==> config.mk <==
export PLATFORM = sky130hd
export DESIGN_NAME = seg7_reader_flat
export DESIGN_NICKNAME = d
export VERILOG_FILES = /design/src/rtl/seg7_reader_pkg.sv /design/src/rtl/seg7_reader_if.sv /design/src/rtl/seg7_glyph_decode.sv /design/src/rtl/seg7_reader.sv /design/src/flat_wrapper.sv
export SDC_FILE = /design/constraint.sdc
export NUM_CORES = 1
export LEC_CHECK = 0
export BUFFER_PORTS_ARGS = -buffer_cell sky130_fd_sc_hd__buf_2
export CAP_MARGIN = 20
export CORE_UTILIZATION = 55
export DETAILED_ROUTE_END_ITERATION = 7
export PLACE_DENSITY = 0.73
export SYNTH_ARGS = -nofsm -noshare
export SYNTH_HDL_FRONTEND = slang
export SYNTH_SLANG_ARGS = --single-unit
==> constraint.sdc <==
create_clock -name PIN_Y2 -period 6.14 [get_ports PIN_Y2]
set_input_delay 0.614 -clock PIN_Y2 [delete_from_list [all_inputs] [get_ports PIN_Y2]]
set_output_delay 0.614 -clock PIN_Y2 [all_outputs]
set_load 0.005 [all_outputs]
==> src/rtl/seg7_reader_pkg.sv <==
// Shared types, glyph table and sequence modulus for the 7-segment loopback reader.
// SEG7_READER_WRAP15_EN extends the glyph table to A..F and the modulus to 16.
package seg7_pkg;

  typedef logic [0:6] seg_t;   // index 0..6 = segments a..g
  typedef logic [0:3] code_t;  // W,X,Y,Z with W as MSB

  typedef enum logic [1:0] {
    S_EMPTY,
    S_LOCKED,
    S_BAD
  } state_t;

`ifdef SEG7_READER_WRAP15_EN
  localparam int MODULUS = 16;
`else
  localparam int MODULUS = 10;
`endif
  localparam int NUM_GLYPHS = MODULUS;

  // Lit-segment form (1 = segment on), indexed by the code it represents.
  localparam seg_t GLYPHS [16] = '{
    7'b1111110, 7'b0110000, 7'b1101101, 7'b1111001,
    7'b0110011, 7'b1011011, 7'b1011111, 7'b1110000,
    7'b1111111, 7'b1111011, 7'b1110111, 7'b0011111,
    7'b1001110, 7'b0111101, 7'b1001111, 7'b1000111
  };

  function automatic code_t next_code(code_t c);
    return (c == code_t'(MODULUS - 1)) ? '0 : c + 1'b1;
  endfunction

endpackage

==> src/rtl/seg7_reader_if.sv <==
// Segment bus in, recovered digit and status out; master drives segments.
interface seg7_reader_if;
  import seg7_pkg::*;

  seg_t        segments;
  code_t       digit;
  logic        digit_valid;
  logic        invalid;
  logic        seq_err;
  logic [7:0]  err_count;

  modport master (output segments,
                  input  digit, digit_valid, invalid, seq_err, err_count);
  modport slave  (input  segments,
                  output digit, digit_valid, invalid, seq_err, err_count);
endinterface

==> src/rtl/seg7_glyph_decode.sv <==
// Combinational segment-pattern to {code, legal} lookup.
// SEG7_READER_WRAP15_EN (via seg7_pkg) makes the A..F glyphs legal.
module seg7_glyph_decode
  import seg7_pkg::*;
#(
  parameter bit ACTIVE_LOW = 1'b1
) (
  input  seg_t  raw,
  output code_t code,
  output logic  legal
);

  seg_t lit;

  // NOTE: every output of a combinational block gets a default first, so no path can infer a latch.
  always_comb begin
    lit   = ACTIVE_LOW ? ~raw : raw;
    code  = '0;
    legal = 1'b0;
    for (int i = 0; i < NUM_GLYPHS; i++) begin
      if (lit == GLYPHS[i]) begin
        code  = code_t'(i);
        legal = 1'b1;
      end
    end
  end

endmodule

==> src/rtl/seg7_reader.sv <==
// Loopback checker: synchronizes and debounces the segment bus, decodes it, and
// flags illegal glyphs and breaks in the +1 sequence. Honours SEG7_READER_WRAP15_EN.
module seg7_reader
  import seg7_pkg::*;
#(
  parameter int STABLE_CYCLES = 4,
  parameter bit ACTIVE_LOW    = 1'b1
) (
  input  logic          PIN_Y2,
  input  logic          KEY_3,
  seg7_reader_if.slave  bus
);

  localparam logic [3:0] STAB_MAX  = 4'(STABLE_CYCLES);
  localparam seg_t       RAW_BLANK = ACTIVE_LOW ? 7'h7F : 7'h00;

  logic       clk, rst;
  assign clk = PIN_Y2;
  assign rst = KEY_3;

  seg_t       sync1, s2, s2_prev, last_acc;
  logic [3:0] stab_cnt;
  state_t     state, state_nxt;

  code_t      digit;
  logic       digit_valid, invalid, seq_err;
  logic [7:0] err_count;

  code_t      code;
  logic       legal, accept;
  logic       take_digit, flag_err, invalid_nxt;

  // Sync stages start at the blank pattern so an idle bus after reset is never accepted.
  // NOTE: sequential state uses non-blocking assignments so every flop samples pre-edge values.
  always_ff @(posedge clk or posedge rst) begin
    if (rst) begin
      sync1    <= RAW_BLANK;
      s2       <= RAW_BLANK;
      s2_prev  <= RAW_BLANK;
      stab_cnt <= '0;
    end else begin
      sync1   <= bus.segments;
      s2      <= sync1;
      s2_prev <= s2;
      if (s2 != s2_prev)
        stab_cnt <= '0;
      else if (stab_cnt != STAB_MAX)
        stab_cnt <= stab_cnt + 4'd1;
    end
  end

  // Accept on the edge the counter reaches its limit, once per distinct pattern.
  assign accept = (s2 == s2_prev) && (stab_cnt == STAB_MAX - 4'd1) && (s2 != last_acc);

  seg7_glyph_decode #(.ACTIVE_LOW(ACTIVE_LOW)) u_decode (
    .raw   (s2),
    .code  (code),
    .legal (legal)
  );

  always_ff @(posedge clk or posedge rst) begin
    if (rst) state <= S_EMPTY;
    else     state <= state_nxt;
  end

  always_comb begin
    state_nxt = state;
    case (state)
      S_EMPTY, S_LOCKED, S_BAD:
        if (accept) state_nxt = legal ? S_LOCKED : S_BAD;
      default: state_nxt = S_EMPTY;
    endcase
  end

  // Only a legal accept from S_LOCKED is sequence-checked; S_EMPTY and S_BAD resync.
  always_comb begin
    take_digit  = accept && legal;
    flag_err    = take_digit && (state == S_LOCKED) && (code != next_code(digit));
    invalid_nxt = accept ? !legal : invalid;
  end

  always_ff @(posedge clk or posedge rst) begin
    if (rst) begin
      last_acc    <= RAW_BLANK;
      digit       <= '0;
      digit_valid <= 1'b0;
      invalid     <= 1'b0;
      seq_err     <= 1'b0;
      err_count   <= '0;
    end else begin
      if (accept)     last_acc <= s2;
      if (take_digit) digit    <= code;
      digit_valid <= take_digit;
      invalid     <= invalid_nxt;
      seq_err     <= flag_err;
      if (flag_err && err_count != 8'hFF)
        err_count <= err_count + 8'd1;
    end
  end

  assign bus.digit       = digit;
  assign bus.digit_valid = digit_valid;
  assign bus.invalid     = invalid;
  assign bus.seq_err     = seq_err;
  assign bus.err_count   = err_count;

endmodule
==> src/flat_wrapper.sv <==
// flat-port wrapper written by rule: the top's interface ports become plain ports
module seg7_reader_flat import seg7_pkg::*;
#(
  parameter int STABLE_CYCLES = 4,
  parameter bit ACTIVE_LOW    = 1'b1
)
  (PIN_Y2, KEY_3, bus_segments, bus_digit, bus_digit_valid, bus_invalid, bus_seq_err, bus_err_count);
  seg7_reader_if bus_i ();
  input  logic PIN_Y2;
  input  logic KEY_3;
  input wire logic [$bits(bus_i.segments)-1:0] bus_segments;
  output wire logic [$bits(bus_i.digit)-1:0] bus_digit;
  output wire logic [$bits(bus_i.digit_valid)-1:0] bus_digit_valid;
  output wire logic [$bits(bus_i.invalid)-1:0] bus_invalid;
  output wire logic [$bits(bus_i.seq_err)-1:0] bus_seq_err;
  output wire logic [$bits(bus_i.err_count)-1:0] bus_err_count;
  assign bus_i.segments = bus_segments;
  assign bus_digit = bus_i.digit;
  assign bus_digit_valid = bus_i.digit_valid;
  assign bus_invalid = bus_i.invalid;
  assign bus_seq_err = bus_i.seq_err;
  assign bus_err_count = bus_i.err_count;
  seg7_reader #(.STABLE_CYCLES(STABLE_CYCLES), .ACTIVE_LOW(ACTIVE_LOW)) u_core (.PIN_Y2(PIN_Y2), .KEY_3(KEY_3), .bus(bus_i));
endmodule
* Word-level counts from Yosys, hierarchy flattened *
Index checks and enable logic that the tools add are counted.

storage, ports and cells
  register bits after elaboration = 49
  bits of input ports = 9
  output and inout port bits = 15
  logic and storage cells = 71

cells by class
  add/sub/neg operators = 3
  equality and inequality tests = 21
  mux-type cells = 25
  bitwise logic cells = 1
  reduce and logical (&&, ||, !) cells = 10

operators with widths
  operator                                                count
  == test 7 bit (second input constant)                   8
  2-to-1 mux 4 bit                                        11
  == test 7 x 6 -> 1 bit (second input constant)          2
  inequality test 7 bit                                   2
  2-to-1 mux 1 bit                                        11
  adder 4 x 1 -> 4 bit (second input constant)            2
  adder 8 x 1 -> 8 bit (second input constant)            1
  inequality test 8 bit (second input constant)           1
  == test 7 bit                                           1
  inverter 7 bit                                          1
  logical AND 1 bit                                       6
  2-to-1 mux 2 bit                                        3
  == test 4 x 2 -> 1 bit (second input constant)          1
  == test 4 bit (second input constant)                   1
  inequality test 4 x 3 -> 1 bit (second input constant)  1
  inequality test 4 bit                                   1
  OR reduction 3 bit                                      1
  == test 2 x 1 -> 1 bit (second input constant)          1
  == test 2 bit (second input constant)                   1
  zero test 2 bit                                         1
  inequality test 2 x 1 -> 1 bit (second input constant)  1
  nonzero test 2 bit                                      1
  zero test 1 bit                                         1

* Longest topological paths before layout *
Gate-level depths: netlist of run 1.

  word-level depth = 16
  gate-level depth with buffers = 10
  gate-level depth less buffers = 7

* By module *
A second synthesis of run 1 with hierarchy kept.

second synthesis, totals
  cell total of the unflattened synthesis = 176
  area total of the unflattened synthesis = 2,229.6 um2

by module, submodules not included
  module             instances  cells each  area an instance (um2)  sequential area each (um2)
  seg7_reader        1          149         2,044.5                 1,261.2
  seg7_glyph_decode  1          27          185.2                   0.0

* Worst setup path after synthesis of run 1 *
OpenSTA, ideal clock, no wires.

  kind = register to register
  start point = reg u_core.s2[0]
  end point = reg u_core.err_count[1] (netlist: u_core.bus.err_count[1])
  setup time = 125 ps
  arrival time = 2,488 ps
  data required time = 6,015 ps
  setup slack = 3,527 ps
  cell stages (with the launch flop) = 10
  buffers on the path = 2
  period minus slack after synthesis = 2,613 ps
  cell sequence = dfstp_2 -> buf_6 -> or3b_1 -> or2_4 -> a2bb2oi_1 -> o211ai_1 -> or3b_1 -> buf_2 -> nor3_2 -> mux2_4

between the ends
  word-level cells in the longest chain between the ends = 16
  elaborated cells between the ends (all ways) = 39
  those cells by class = 13 x eq/ne; 19 x mux; 1 x bitwise; 6 x reduce/logical

RTL lines
  what                            RTL line                 source
  start, declared                 seg7_reader.sv:21        seg_t sync1, s2, s2_prev, last_acc;
  start signal, assigned          seg7_reader.sv:43        s2 <= sync1;
  inverter 7 bit                  seg7_glyph_decode.sv:17  lit = ACTIVE_LOW ? ~raw : raw;
  == test 7 bit                   seg7_glyph_decode.sv:21  if (lit == GLYPHS[i]) begin
  2-to-1 mux 1 bit (10 in a row)  seg7_glyph_decode.sv:21
  logical AND 1 bit               seg7_reader.sv:77        take_digit = accept && legal;
  logical AND 1 bit               seg7_reader.sv:78        flag_err = take_digit && (state == S_LOCKED) && (code != next_code(digit));
  logical AND 1 bit *             seg7_reader.sv:78
  logical AND 1 bit *             seg7_reader.sv:96        if (flag_err && err_count != 8'hFF)
  end signal, assigned            seg7_reader.sv:97        err_count <= err_count + 8'd1;
  end, declared                   seg7_reader.sv:27        logic [7:0] err_count;

Mark *: on every way between the ends. The rest lies on a longest branch, timed or not.
A chain may end at the register's enable or synchronous reset.

* Worst setup path in the final report of run 1 *
  start point = reg u_core.s2[4]
  end point = reg u_core.err_count[1] (netlist: u_core.bus.err_count[1])

Same word-level chain as after synthesis.

==> results of run 1 <==
-- flip-flops by register name, indices dropped and copies added (netlist names) --
| name | flops |
|---|---|
| u_core.bus.digit | 4 |
| u_core.bus.digit_valid | 1 |
| u_core.bus.err_count | 8 |
| u_core.bus.invalid | 1 |
| u_core.bus.seq_err | 1 |
| u_core.last_acc | 7 |
| u_core.s2 | 7 |
| u_core.s2_prev | 7 |
| u_core.stab_cnt | 4 |
| u_core.state | 2 |
| u_core.sync1 | 7 |
-- layout make-up --
type / count / area share (%)
flip-flops and latches: 49 / 49.9
multi-input cells: 130 / 37.3
repair buffers: 24 / 4.85
clock buffers: 7 / 4.26
well taps: 50 / 2.47
inverters: 7 / 1.04
clock inverters: 1 / 0.247
-- cells in the mapped netlist (2+ instances only) --
| cell type | n | area share (%) |
|---|---|---|
| a21oi_1 | 4 | 0.88 |
| a2bb2oi_1 | 2 | 0.77 |
| buf_2 | 2 | 0.44 |
| buf_6 | 2 | 0.99 |
| clkbuf_1 | 3 | 0.49 |
| dfrtp_1 | 21 | 23 |
| dfstp_2 | 28 | 32 |
| ha_1 | 3 | 1.6 |
| inv_1 | 7 | 1.2 |
| mux2_2 | 10 | 4.9 |
| nand2_1 | 12 | 2.0 |
| nand2b_1 | 3 | 0.82 |
| nand3_1 | 10 | 2.2 |
| nor2_1 | 9 | 1.5 |
| nor2b_1 | 3 | 0.82 |
| nor3_1 | 8 | 1.8 |
| nor3b_1 | 3 | 0.99 |
| nor4_1 | 7 | 1.9 |
| o21ai_0 | 6 | 1.3 |
| or3_1 | 3 | 0.82 |
| or3b_1 | 2 | 0.77 |
| xnor2_1 | 13 | 5.0 |
| xor2_1 | 14 | 5.4 |
-- metrics by stage --
step / instances / cell area (um2)
6_report: 268 / 2530
3_3_place_gp: 260 / 2410
3_5_place_dp: 260 / 2410
5_1_grt: 268 / 2530
2_1_floorplan: 195 / 2280
4_1_cts: 268 / 2530
-- cells in the final DEF (no fill, tap or decap), drive strengths merged, types with 2 or more instances in the layout --
cell / netlist / layout
nand2: 12 / 12
o211ai: 2 / 2
dfstp: 28 / 28
nor2b: 3 / 3
nor3b: 3 / 3
nor2: 9 / 9
o21ai: 6 / 6
xor2: 14 / 14
nor4b: 2 / 2
inv: 7 / 7
dfrtp: 21 / 21
or3: 3 / 3
nor3: 9 / 9
nand2b: 4 / 4
a2bb2oi: 2 / 2
buf: 6 / 24
ha: 3 / 3
or3b: 2 / 2
xnor2: 13 / 13
nand3: 10 / 10
a21oi: 4 / 4
mux2: 11 / 11
clkbuf: 3 / 7
nor4: 8 / 8
-- logic make-up (layout without fill, tap and decap cells) --
kind of cell	count (synthesis)	in the layout	synth area share [%]
flip-flops	49	49	55.2
buffers and inverters	16	39	3.56
AND/OR/NAND/NOR	71	71	18.5
adder cells (fa/ha/maj)	3	3	1.64
AO/OA/AOI/OAI	17	17	4.77
multiplexers	12	12	6.02
XOR/XNOR	27	27	10.4
-- critical path: cells and delay by family, from the launching register on --
kind / cells / cell delay (ns)
mux: 1 / 0.32
flops: 1 / 0.66
xor+xnor: 1 / 0.10
simple gates: 5 / 1.74
-- how the worst max path moves through the flow --
stage,slack [ns],startpoint,end,depth (start not counted)
final,3.20,u_core.s2[4],u_core.bus.err_count[1],7
after floorplan,3.53,u_core.s2[0],u_core.bus.err_count[1],9
after CTS,3.18,u_core.s2[4],u_core.bus.err_count[1],7
after global placement,3.32,u_core.s2[1],u_core.bus.err_count[1],7
after detailed placement,3.22,u_core.s2[4],u_core.bus.err_count[1],7
after global routing,2.99,u_core.s2[6],u_core.bus.err_count[1],7
-- power by group --
part | switching [uW] | internal, uW | total [uW]
clock | 101 | 116 | 217
combinational | 12.5 | 9.96 | 22.5
sequential | 9.87 | 336 | 346
-- metal layers --
metal | vias up | global-route usage (%) | wire [um]
met5 | - | 0 | 0
met2 | 21 | 32.1 | 1870
met3 | 4 | 4.62 | 104
met1 | 716 | 25.7 | 1700
met4 | 0 | 6.38 | 32
li1 | 711 | - | -
==> results.sh, run 1 <==
export IMPL_outcome="finished, final reports clean"
export IMPL_synth_edf_count=0
export IMPL_clk_pin_slew_ns=0.09
export IMPL_hold_path_endpoint="u_core.s2[2]"
export IMPL_vdd_ir_drop_max_v=0.000193
export IMPL_diodes=0
export IMPL_power_total_uw=586
export IMPL_max_clock_path_buffers=2
export IMPL_drt_initial_drc_count=69
export IMPL_slew_headroom_pct=53.1
export IMPL_post_cts_setup_buffer_count=0
export IMPL_hold_ws_ns=0.358
export IMPL_row_count=23
export IMPL_grt_pass1_wl_mm=6.37
export IMPL_ctsResizeCount=0
export IMPL_post_route_period_util_pct=47.9
export IMPL_yosysSeqAreaShare_pct=55.2
export IMPL_tns_ns=0
export IMPL_cts_made_buffers=5
export IMPL_r2r_start="u_core.s2[4]"
export IMPL_synth_flop_cell="dfstp_2"
export IMPL_p_leak_uw=0.00112
export IMPL_h_tree_depth=2
export IMPL_grt_max_degree=50
export IMPL_critical_path_startpoint_type="register"
export IMPL_syn_area_per_cell_um2=11.7
export IMPL_syn_nets=207
export IMPL_finish_utilization_pct=63.2
export IMPL_rr_endpoint="u_core.bus.err_count[1]"
export IMPL_crit_arrival_ns=3.13
export IMPL_core_region_area_mm2=0.00400
export IMPL_synth_area_mm2=0.00228
export IMPL_grt_pass1_vias=1363
export IMPL_drc=0
export IMPL_insertion_delay_ns=0.30
export IMPL_ios=24
export IMPL_wl_per_cell_um=13.8
export IMPL_drv_cap=0
export IMPL_cts_sinks=49
export IMPL_ant_nets=0
export IMPL_synth_warning_count=0
export IMPL_hpwl_mm=2.74
export IMPL_cts_tree="yes"
export IMPL_preCtsSetupSlack_ns=3.22
export IMPL_fmax_mhz=340
export IMPL_cts_root_buf="clkbuf_8"
export IMPL_fin_ws_ns=3.20
export IMPL_r2r_setup_slack_ns=3.20
export IMPL_multiInputGateArea_um2=942
export IMPL_crit_slowest_cell="dfstp_2"
export IMPL_crit_type="register to register"
export IMPL_dieWidth_um=66.5
export IMPL_grt_ovfl_total=0
export IMPL_fin_nets=229
export IMPL_worstHoldStart="u_core.sync1[2]"
export IMPL_finalHoldViolations=0
export IMPL_drive_above_1_share_pct=35.3
export IMPL_synth_cells=195
export IMPL_grt_use_total_pct=19.6
export IMPL_hp_class="register to register"
export IMPL_setup_viol=0
export IMPL_gp_congestion=0.820
export IMPL_regArea_mm2=0.00126
export IMPL_crit_path_end_kind="register"
export IMPL_dr_pass1_iters=4
export IMPL_cp_required_ns=6.33
export IMPL_ys_seq_elements=49
export IMPL_skew_ns=0.00568
export IMPL_r2r_cells=7
export IMPL_min_path_cells=0
export IMPL_rsz0062_at_grt="false"
export IMPL_initial_core_util_pct=57.1
export IMPL_area_growth_pct=10.7
export IMPL_wirelength_mm=3.71
export IMPL_slew_viol_final=0
export IMPL_die_height_um=66.5
export IMPL_synthArstFlopShare_pct=100
export IMPL_yosys_cell_types_count=43
export IMPL_antenna_found_initial=0
export IMPL_p_per_area_mw_per_mm2=232
export IMPL_via_per_inst=5.42
export IMPL_crit_chain="xor2_1 -> nor4_1 -> and4_1 -> nand2b_2 -> or3b_1 -> nor3_2 -> mux2_4"
export IMPL_vias=1452
export IMPL_cts_hold_buf=0
export IMPL_tightest_slew_ns=0.698
export IMPL_path_max_fanout=11
export IMPL_period_minus_slack_ns=2.94
export IMPL_num_fill_cells=333
export IMPL_design_die_area_mm2=0.00442
export IMPL_io_buffers=23
export IMPL_slowest_delay_ns=0.66
Note: power is estimated with default switching activity, not from simulation.
==> run 2, diff against run 1 <==
- clock period: 6.14 -> 2.91 ns (I/O delays scaled with it)
==> results.sh, run 2 (same netlist as run 1, synthesis figures left out) <==
export IMPL_insertion_delay_ns=0.30
export IMPL_layout_common_cells="dfstp_2, buf_2, dfrtp_1"
export IMPL_tightest_slew_ns=0.815
export IMPL_fin_ws_ns=0.182
export IMPL_p_leak_uw=0.00115
export IMPL_largest_register="u_core.bus.err_count"
export IMPL_p_per_area_mw_per_mm2=490
export IMPL_grt_max_degree=30
export IMPL_gp_congestion=0.786
export IMPL_drt_initial_drc_count=89
export IMPL_via_per_inst=5.71
export IMPL_wl_per_cell_um=14.7
export IMPL_row_count=23
export IMPL_worstHoldStart="bus_segments[3]"
export IMPL_h_tree_depth=2
export IMPL_min_path_cells=1
export IMPL_hp_class="primary input to register"
export IMPL_setup_viol=0
export IMPL_rr_endpoint="u_core.bus.err_count[4]"
export IMPL_grt_pass1_vias=1482
export IMPL_vias=1553
export IMPL_drv_cap=0
export IMPL_outcome="finished, final reports clean"
export IMPL_core_region_area_mm2=0.00400
export IMPL_die_height_um=66.5
export IMPL_power_total_uw=1270
export IMPL_max_clock_path_buffers=2
export IMPL_hold_path_endpoint="u_core.sync1[3]"
export IMPL_r2r_start="u_core.s2[0]"
export IMPL_r2r_cells=8
export IMPL_drc=0
export IMPL_diodes=0
export IMPL_antenna_found_initial=0
export IMPL_grt_use_total_pct=20.8
export IMPL_skew_ns=0.00599
export IMPL_cts_tree="yes"
export IMPL_rsz0062_at_grt="false"
export IMPL_dieWidth_um=66.5
export IMPL_vdd_ir_drop_max_v=0.000397
export IMPL_post_route_period_util_pct=93.8
export IMPL_cp_required_ns=3.08
export IMPL_r2r_setup_slack_ns=0.18
export IMPL_fmax_mhz=367
export IMPL_grt_pass1_wl_mm=6.77
export IMPL_path_max_fanout=10
export IMPL_hold_ws_ns=0.0809
export IMPL_design_die_area_mm2=0.00442
export IMPL_final_common_cell="dfstp_2"
export IMPL_crit_path_end_kind="register"
export IMPL_area_growth_pct=13.3
export IMPL_clk_pin_slew_ns=0.09
export IMPL_post_cts_setup_buffer_count=0
export IMPL_grt_ovfl_total=0
export IMPL_crit_arrival_ns=2.90
export IMPL_io_buffers=23
export IMPL_wirelength_mm=3.99
export IMPL_num_fill_cells=298
export IMPL_crit_type="register to register"
export IMPL_finalHoldViolations=0
export IMPL_tns_ns=0
export IMPL_preCtsSetupSlack_ns=0.143
export IMPL_cts_made_buffers=5
export IMPL_hpwl_mm=2.88
export IMPL_period_minus_slack_ns=2.73
export IMPL_critical_path_startpoint_type="register"
export IMPL_drive_above_1_share_pct=37.4
export IMPL_finish_utilization_pct=64.7
export IMPL_cts_sinks=49
export IMPL_cts_root_buf="clkbuf_8"
export IMPL_dr_pass1_iters=4
export IMPL_largest_register_ffs=8
export IMPL_ios=24
export IMPL_fin_nets=233
export IMPL_slew_viol_final=0
export IMPL_ant_nets=0
export IMPL_initial_core_util_pct=57.1
export IMPL_slew_headroom_pct=45.3
## run 2: how the worst max path moves through the flow
stage,endpoint,start
global route,u_core.bus.err_count[4],u_core.s2[0]
detailed placement,u_core.bus.err_count[1],u_core.s2[0]
finish,u_core.bus.err_count[4],u_core.s2[0]
global placement,u_core.bus.err_count[1],u_core.s2[0]
floorplan,u_core.bus.err_count[1],u_core.s2[0]
CTS,u_core.bus.err_count[3],u_core.s2[0]
## run 2: final cells by class
type                       instances  area [um2]  share of cell area [%]
inverter                           7        26.3                    1.02
clock inverter                     3        45.0                    1.74
sequential                        49        1260                    48.7
timing repair buffer              28         173                    6.67
tap                               50        62.6                    2.42
multi-input combinational        130         951                    36.8
clock buffer                       5        68.8                    2.66
## run 2: power by group
| part | total, uW | leakage, uW | switching, uW | internal [uW] |
|---|---|---|---|---|
| Clock | 483 | 0.0000587 | 226 | 258 |
| Sequential | 727 | 0.000587 | 18.8 | 709 |
| Combinational | 56.6 | 0.000504 | 30.4 | 26.1 |
## run 2: metrics by stage
step	std cells	instance area (um2)
6_report	272	2590
5_1_grt	272	2590
4_1_cts	271	2550
3_5_place_dp	263	2440
3_3_place_gp	263	2440
2_1_floorplan	195	2280
## run 2: layer usage
metal / vias to the layer above / track usage (%) / wire length [um]
li1: 722 / - / -
met1: 775 / 26.2 / 1690
met2: 48 / 34.8 / 2080
met3: 8 / 4.62 / 151
met4: 0 / 8.24 / 71
met5: - / 0 / 0
## run 2: worst max-delay path, cell delays in order, from the launching register on
cell and delay (ns):
dfstp_2 0.64, or3b_1 0.39, or2_4 0.27, a2bb2oi_1 0.17
xnor2_1 0.18, nor4_4 0.50, buf_4 0.22, nor4_1 0.06
xor2_1 0.18
## run 2: repair_timing
item / in CTS / in global routing
hold buffers: 0 / 0
setup endpoints to repair: 0 / 1
resized for setup: 0 / 2
